### src/rtl/cavlc_block_sched_if.sv
// cavlc_block_sched_if: parser/core handshake bundle around the CAVLC block scheduler.
interface cavlc_block_sched_if;
  logic       FrameStart;
  logic       MbStart;
  logic       MbSkip;
  logic       MbReady;
  logic       MbDone;
  logic       FrameDone;
  logic       CavlcEnable;
  logic [4:0] nC;
  logic       BlockDone;
  logic [4:0] TotalCoeffOut;
  logic [3:0] BlkIdx;
  modport slave (
    input  FrameStart, MbStart, MbSkip, BlockDone, TotalCoeffOut,
    output MbReady, MbDone, FrameDone, CavlcEnable, nC, BlkIdx
  );
  modport master (
    output FrameStart, MbStart, MbSkip, BlockDone, TotalCoeffOut,
    input  MbReady, MbDone, FrameDone, CavlcEnable, nC, BlkIdx
  );
endinterface

### src/rtl/cavlc_block_sched.sv
// cavlc_block_sched: Z-scan block sequencer and nC context generator for the CAVLC core.
module cavlc_block_sched #(
  parameter int MB_WIDTH  = 120,
  parameter int MB_HEIGHT = 68
) (
  input logic               Clk,
  input logic               nReset,
  cavlc_block_sched_if.slave bus
);
  localparam int XW = MB_WIDTH > 1 ? $clog2(MB_WIDTH) : 1;
  localparam int YW = MB_HEIGHT > 1 ? $clog2(MB_HEIGHT) : 1;
  localparam int TW = XW + 2;
  typedef enum logic [2:0] {IDLE, CALC, RUN, STORE, SKIP, DONE} state_t;
  state_t        r_state, w_next;
  logic [3:0]    r_blk;
  logic [XW-1:0] r_mbx;
  logic [YW-1:0] r_mby;
  logic [4:0]    r_nc, r_tc;
  logic [4:0]    r_grid [16];
  logic [4:0]    r_left [4];
  logic [4:0]    r_top  [MB_WIDTH*4];
  logic [1:0]    w_bx, w_by, w_xa, w_yb;
  logic [3:0]    w_idx_a, w_idx_b;
  logic [TW-1:0] w_top_addr;
  logic [4:0]    w_na, w_nb, w_nc, w_wd;
  logic [5:0]    w_sum;
  logic          w_av_a, w_av_b, w_last_blk, w_last_x, w_last_y, w_we;
  assign w_bx       = {r_blk[2], r_blk[0]};
  assign w_by       = {r_blk[3], r_blk[1]};
  assign w_xa       = w_bx - 2'd1;
  assign w_yb       = w_by - 2'd1;
  assign w_idx_a    = {w_by[1], w_xa[1], w_by[0], w_xa[0]};
  assign w_idx_b    = {w_yb[1], w_bx[1], w_yb[0], w_bx[0]};
  assign w_top_addr = {r_mbx, w_bx};
  assign w_av_a     = (w_bx != 2'd0) || (r_mbx != '0);
  assign w_av_b     = (w_by != 2'd0) || (r_mby != '0);
  assign w_na       = w_bx != 2'd0 ? r_grid[w_idx_a] : r_left[w_by];
  assign w_nb       = w_by != 2'd0 ? r_grid[w_idx_b] : r_top[w_top_addr];
  // Six-bit sum keeps 16+16+1 from wrapping before the halving.
  assign w_sum      = {1'b0, w_na} + {1'b0, w_nb} + 6'd1;
  assign w_nc       = (w_av_a && w_av_b) ? w_sum[5:1] : w_av_a ? w_na : w_av_b ? w_nb : 5'd0;
  assign w_last_blk = r_blk == 4'd15;
  assign w_last_x   = r_mbx == XW'(MB_WIDTH - 1);
  assign w_last_y   = r_mby == YW'(MB_HEIGHT - 1);
  assign w_we       = (r_state == STORE) || (r_state == SKIP);
  assign w_wd       = r_state == STORE ? r_tc : 5'd0;
  assign bus.MbReady     = r_state == IDLE;
  assign bus.MbDone      = r_state == DONE;
  assign bus.FrameDone   = (r_state == DONE) && w_last_x && w_last_y;
  assign bus.CavlcEnable = r_state == RUN;
  assign bus.nC          = r_nc;
  assign bus.BlkIdx      = r_blk;
  always_comb begin
    w_next = r_state;
    case (r_state)
      IDLE:    if (bus.MbStart) w_next = bus.MbSkip ? SKIP : CALC;
      CALC:    w_next = RUN;
      RUN:     if (bus.BlockDone) w_next = STORE;
      STORE:   w_next = w_last_blk ? DONE : CALC;
      SKIP:    if (w_last_blk) w_next = DONE;
      DONE:    w_next = IDLE;
      default: w_next = IDLE;
    endcase
    if (bus.FrameStart) w_next = IDLE;
  end
  always_ff @(posedge Clk or negedge nReset)
    if (!nReset) r_state <= IDLE;
    else         r_state <= w_next;
  always_ff @(posedge Clk or negedge nReset)
    if (!nReset) begin
      r_blk <= '0;
      r_mbx <= '0;
      r_mby <= '0;
      r_nc  <= '0;
      r_tc  <= '0;
    end else if (bus.FrameStart) begin
      r_blk <= '0;
      r_mbx <= '0;
      r_mby <= '0;
    end else begin
      if (r_state == IDLE && bus.MbStart) r_blk <= '0;
      if (w_we && !w_last_blk) r_blk <= r_blk + 4'd1;
      if (r_state == CALC) r_nc <= w_nc;
      if (r_state == RUN && bus.BlockDone) r_tc <= bus.TotalCoeffOut;
      if (r_state == DONE) begin
        r_mbx <= w_last_x ? '0 : r_mbx + 1'b1;
        if (w_last_x) r_mby <= w_last_y ? '0 : r_mby + 1'b1;
      end
    end
  // Neighbour buffers hold data only; availability masks stale entries.
  always_ff @(posedge Clk)
    if (w_we && !bus.FrameStart) begin
      r_grid[r_blk] <= w_wd;
      if (w_bx == 2'd3) r_left[w_by] <= w_wd;
      if (w_by == 2'd3) r_top[w_top_addr] <= w_wd;
    end
endmodule

### src/flat_wrapper.sv
// flat-port wrapper written by rule: the top's interface ports become plain ports
module cavlc_block_sched_flat 
#(
  parameter int MB_WIDTH  = 120,
  parameter int MB_HEIGHT = 68
)
  (Clk, nReset, bus_FrameStart, bus_MbStart, bus_MbSkip, bus_BlockDone, bus_TotalCoeffOut, bus_MbReady, bus_MbDone, bus_FrameDone, bus_CavlcEnable, bus_nC, bus_BlkIdx);
  cavlc_block_sched_if bus_i ();
  input logic Clk;
  input logic nReset;
  input wire logic [$bits(bus_i.FrameStart)-1:0] bus_FrameStart;
  input wire logic [$bits(bus_i.MbStart)-1:0] bus_MbStart;
  input wire logic [$bits(bus_i.MbSkip)-1:0] bus_MbSkip;
  input wire logic [$bits(bus_i.BlockDone)-1:0] bus_BlockDone;
  input wire logic [$bits(bus_i.TotalCoeffOut)-1:0] bus_TotalCoeffOut;
  output wire logic [$bits(bus_i.MbReady)-1:0] bus_MbReady;
  output wire logic [$bits(bus_i.MbDone)-1:0] bus_MbDone;
  output wire logic [$bits(bus_i.FrameDone)-1:0] bus_FrameDone;
  output wire logic [$bits(bus_i.CavlcEnable)-1:0] bus_CavlcEnable;
  output wire logic [$bits(bus_i.nC)-1:0] bus_nC;
  output wire logic [$bits(bus_i.BlkIdx)-1:0] bus_BlkIdx;
  assign bus_i.FrameStart = bus_FrameStart;
  assign bus_i.MbStart = bus_MbStart;
  assign bus_i.MbSkip = bus_MbSkip;
  assign bus_i.BlockDone = bus_BlockDone;
  assign bus_i.TotalCoeffOut = bus_TotalCoeffOut;
  assign bus_MbReady = bus_i.MbReady;
  assign bus_MbDone = bus_i.MbDone;
  assign bus_FrameDone = bus_i.FrameDone;
  assign bus_CavlcEnable = bus_i.CavlcEnable;
  assign bus_nC = bus_i.nC;
  assign bus_BlkIdx = bus_i.BlkIdx;
  cavlc_block_sched #(.MB_WIDTH(MB_WIDTH), .MB_HEIGHT(MB_HEIGHT)) u_core (.Clk(Clk), .nReset(nReset), .bus(bus_i));
endmodule
### config.mk
export PLATFORM = sky130hd
export DESIGN_NAME = cavlc_block_sched_flat
export DESIGN_NICKNAME = d
export VERILOG_FILES = /design/src/rtl/cavlc_block_sched_if.sv /design/src/rtl/cavlc_block_sched.sv /design/src/flat_wrapper.sv
export SDC_FILE = /design/constraint.sdc
export NUM_CORES = 2
export LEC_CHECK = 0
export CAP_MARGIN = 0
export CORE_ASPECT_RATIO = 0.9
export CORE_MARGIN = 1.5
export CORE_UTILIZATION = 55
export CTS_CLUSTER_DIAMETER = 120
export DETAILED_ROUTE_END_ITERATION = 8
export GPL_ROUTABILITY_DRIVEN = 0
export PLACE_DENSITY = 0.73
export SLEW_MARGIN = 0
export SYNTH_ARGS = -nofsm -noshare
export SYNTH_HDL_FRONTEND = slang
export SYNTH_SLANG_ARGS = --single-unit
### constraint.sdc
create_clock -name Clk -period 9.4 [get_ports Clk]
set_input_delay 2.35 -clock Clk [delete_from_list [all_inputs] [get_ports Clk]]
set_output_delay 2.35 -clock Clk [all_outputs]
set_load 0.02 [all_outputs]
# == After elaboration in Yosys (flattened, before gate mapping) ==
# Memory sizes are Yosys's and may differ from the RTL's.
# Index checks and enable logic that the tools add are counted.
# word_totals
memories,3
ramBits,2500
register_bits,31
wordCells,85
# classes
mux,31
addsub,7
n_eq_ne,13
bitwise,1
reduce_logical,24
# mem_list
name,depth,width,rd,rd_ports_with_merged_regs,wr,line,text
u_core.r_top,480,5,1,0,1,cavlc_block_sched.sv:21,logic [4:0] r_top [MB_WIDTH*4];
u_core.r_grid,16,5,2,0,1,cavlc_block_sched.sv:19,logic [4:0] r_grid [16];
u_core.r_left,4,5,1,0,1,cavlc_block_sched.sv:20,logic [4:0] r_left [4];
# op_table
cell,n
$mux W7,7
$mux W5,6
$mux W3,6
$pmux W3 S5,1
$add A7 B1 Y7 const B,2
$eq A7 B7 Y1 const B,2
$reduce_bool A7 Y1,2
$mux W4,3
$mux W1,8
$reduce_bool A2 Y1,4
$logic_and A1 B1 Y1,7
$add A5 B5 Y6,1
$add A6 B1 Y6 const B,1
$eq A3 B2 Y1 const B,2
$eq A3 B3 Y1 const B,2
$ne A3 B3 Y1 const B,2
$reduce_and A2 Y1,3
$add A4 B1 Y4 const B,1
$eq A2 B2 Y1 const B,2
$eq A4 B4 Y1 const B,1
$sub A2 B1 Y2 const B,2
$eq A3 B1 Y1 const B,1
$logic_not A3 Y1,1
$logic_or A1 B1 Y1,3
other kinds (5),6

# == Longest topological paths before layout ==
# An unclocked memory read counts as a cell.
# logic_depth
depth_word,6
ltp_mapped,23
depth_no_buf,18

# == Worst setup path before layout ==
# OpenSTA, ideal clock, no wires.
# synth_path
kind,register to register
start,register u_core.r_state[1]
end,"memory u_core.r_grid[0][0], data pin"
setup_slack_ps,627
synth_period_minus_slack_ps,8773
path_stages_with_launch,4
arrival_ps,7256
path_buffers,1
path_cell_list,dfrtp_1 -> clkbuf_1 -> nor2b_1 -> and3_1
# synth_between
elab_chain_len,2
# synth_lines
element,line,text
"start, declared",cavlc_block_sched.sv:14,"state_t r_state, w_next;"
"start signal, assigned",cavlc_block_sched.sv:68,else r_state <= w_next;
$eq A3 B2 Y1,cavlc_block_sched.sv:46,assign w_wd = r_state == STORE ? r_tc : 5'd0;
$mux W5,cavlc_block_sched.sv:46,
net u_core.w_wd[0],cavlc_block_sched.sv:25,"logic [4:0] w_na, w_nb, w_nc, w_wd;"
"end, declared",cavlc_block_sched.sv:19,
# The timed path passes the listed nets, and every way through them passes these cells.

# == Final worst setup path ==
# layout_path
start,register u_core.r_blk[0] (netlist: u_core.bus.BlkIdx[0])
end,register u_core.r_nc[4] (netlist: u_core.bus.nC[4])
# layout_between
elab_chain_len,6
word_cells_on_any_way,13
classes_between,add/sub (3); mux (5); reduce/logical (3); memory (2)
# layout_lines
element,line,text
"start, declared",cavlc_block_sched.sv:15,logic [3:0] r_blk;
"start signal, assigned",cavlc_block_sched.sv:82,if (w_we && !w_last_blk) r_blk <= r_blk + 4'd1;
"parallel branches: the longest is 5 deep, another holds $add A5 B5 Y6",--,
$mux W5 (*),cavlc_block_sched.sv:41,assign w_nc = (w_av_a && w_av_b) ? w_sum[5:1] : w_av_a ? w_na : w_av_b ? w_nb : 5'd0;
"end signal, assigned",cavlc_block_sched.sv:83,if (r_state == CALC) r_nc <= w_nc;
"end, declared",cavlc_block_sched.sv:18,"logic [4:0] r_nc, r_tc;"
# Every way passes the cells marked *.
# A chain may end at the register's enable or synchronous reset.

==> metrics.txt <==
top-area cell type share of the netlist area 0.7421; WL final 276.0 mm; Post-CTS Setup Bufs 0; Synth Flop Type edfxtp_1; CTS Hold Buffers Added 0; layout cell share with drive strength beyond 1 0.2123; first-pass GRT wire length 391.6 mm; DIE WIDTH 455.1 um; CTS Root Buffer Type clkbuf_16; Data arrival, critical path 7240 ps; # rows 149; Non-Filler Instances 7759; Seq/Total Area, Yosys 0.7498; H-tree Lvls 4; fin crit share 0.6889; RSZ-0062 raised after global routing false; worst min-delay path class flop to flop; hold path depth 1; Initial DRT Pass Iterations 6; LEAKAGE 39.21 nW; Placed Instances 7324; Avg Cell Area, Syn 19.77 um^2; Area Overhead vs Synth 10.04%; vias in the first global route 51920; Period minus WS final 6476 ps; synth unique cells 79; Slew HR 0.06954; main area contributors after synthesis edfxtp_1 74%, mux4_2 14%, nor2_1 2.1%; ANT nets after route 0; Longest Clk Path Bufs 3; Post-synth EDFFs 2500; vias 53880; Slew Limit Fails 0; initial antenna violation count 20; asr flop ratio synth 0.01225; WHS 508.2 ps; Cells after Synth 5117; initial core utilization 0.5526; Cell Area, Synth 101200 um^2; power per cell area 214.7 nW/um^2; Ys Warns 0; Max Clk Rate 154.4 MHz; layout net count 5173; maxcap violations 0; core area 183100 um^2; final core utilization 0.6080; Die Y 409.9 um; Resized Gates After CTS 0; Clock Latency Late Sink 900 ps; setup TNS 0 ps; Yosys top cell by area edfxtp_1; clk sink count 2531; worst slew pin tran 1396 ps; commonest non-fill, non-tap cell in the layout edfxtp_1; endpoints failing hold 0; Synthesized Nets 5151; detailed-route wire length per cell 35.58 um; # DRC 0; Layout Skew 28.80 ps; largest net degree at the start of global routing 246; Final setup viols 0; Startpoint Class flop; worst reg-to-reg path cell count 13; run status finished clean; Worst-path clk slew 70 ps; worst-path maximum fanout 89; most frequent cells in the layout 2500 x edfxtp_1, 616 x mux4_2, 569 x nor2_1; Max rail drop VDD 0.0002142 V; Fill cells 12530; CTS Buf Count 229; Seq cells post-synth 2531; Buffers on Ports 23; 1st-iter DRT viols 9165; All-Layer GR Usage 0.2979; io pins 24; detailed placement HPWL 164.3 mm; CTS tree yes; crit path kind flop to flop; Die Area 186500 um^2; CP endpoint kind flop; CP required 10160 ps; via/cell ratio 6.944; GRT Residual Overflow 0
-- cell type report --
cell class                 instances  area (um^2)  area share
sequential                      2531        75870      0.6815
multi-input combinational       2227        23570      0.2118
clock buffer                     270         5906     0.05305
tap                             2416         3023     0.02716
clock inverter                   159         1574     0.01414
timing repair buffer             130         1279     0.01149
inverter                          20        80.08   0.0007194
antenna                            6        15.01   0.0001349
-- cell families (layout without fill, tap and decap cells) --
family	after synthesis	count (layout)	share of synthesized area
xor gates and xnor gates	12	12	0.001039
and+or+nand+nor	999	999	0.04390
buffers and inverters	359	579	0.01842
adders and majority gates	23	23	0.002919
DFF	2531	2531	0.7498
AOI/OAI and AO/OA	355	355	0.02460
muxes	838	838	0.1593
other	0	6	0
-- sequential cells by signal, summed over array words and instances, names as in the netlist --
signal and cells:
u_core.r_top 2400, u_core.r_grid 80, u_core.r_left 20, u_core.r_mbx 7, u_core.r_mby 7, u_core.bus.nC 5, u_core.r_tc 5, u_core.bus.BlkIdx 4
u_core.r_state 3
-- through the flow --
| step | worst slack, ps | total power, W | instance area, um^2 |
|---|---|---|---|
| after floorplan | 626.6 | 0.01425 | 101200 |
| after global placement | 3112 | 0.01474 | 103800 |
| after detailed placement | 2914 | 0.01475 | 103800 |
| after CTS | 2956 | 0.02394 | 111300 |
| after global routing | 2662 | 0.02449 | 111300 |
| final | 2924 | 0.02390 | 111300 |
-- cell usage after synthesis (11+ instances only) --
master	instances
edfxtp_1	2500
mux4_2	616
nor2_1	572
mux2i_1	204
clkbuf_1	153
nand2_1	146
buf_2	102
a22oi_1	87
a21oi_1	71
nor3_1	46
nand3_1	44
o21ai_0	43
and3_1	34
nand4_1	33
a221oi_1	32
dfrtp_1	31
buf_6	30
buf_1	24
buf_4	24
ha_1	22
nor2b_1	21
inv_1	18
mux2_2	18
nor4_1	18
nand2b_1	16
o22ai_1	16
a22o_1	12
a31oi_1	11
-- power breakdown --
| group | switching [W] | internal, W | total (W) | leakage [nW] |
|---|---|---|---|---|
| sequential | 0.0000802 | 0.0123 | 0.0124 | 28.9 |
| clock | 0.00418 | 0.00522 | 0.00939 | 3.65 |
| combinational | 0.00126 | 0.000862 | 0.00212 | 6.69 |
| total | 0.00552 | 0.0184 | 0.0239 | 39.2 |
-- routing by layer --
metal | routed length, um | vias to the layer above | share of wire | GRT usage
met5 | 119 | - | 0.00043 | 0
met1 | 101600 | 27870 | 0.37 | 0.4306
li1 | - | 21040 | - | -
met2 | 119800 | 4279 | 0.43 | 0.4147
met4 | 12770 | 20 | 0.046 | 0.1209
met3 | 41710 | 672 | 0.15 | 0.1066
-- worst paths after layout --
check	slack (ps)	to	start
setup / recovery	2920	u_core.bus.nC[4]	u_core.bus.BlkIdx[0]
hold / removal	510	u_core.r_tc[4]	u_core.r_tc[4]
setup reg to reg	2920	u_core.bus.nC[4]	u_core.bus.BlkIdx[0]
hold reg to reg	510	u_core.r_tc[4]	u_core.r_tc[4]
max in group asynchronous	7340	u_core.r_mbx[0]	nReset
min in group asynchronous	1520	u_core.bus.BlkIdx[0]	nReset
-- critical path, stage by stage (launching register included) --
cell and delay, ps:
dfrtp_4 940, buf_12 580, mux4_2 620, mux4_2 520, a32oi_1 620, o41ai_1 170, nor4_1 790, a31oi_1 410
ha_1 320, nor3_1 180, nand4_1 110, o21ai_0 450, nor2_1 110, o32a_1 340
Power figures use the tool's default switching activity.
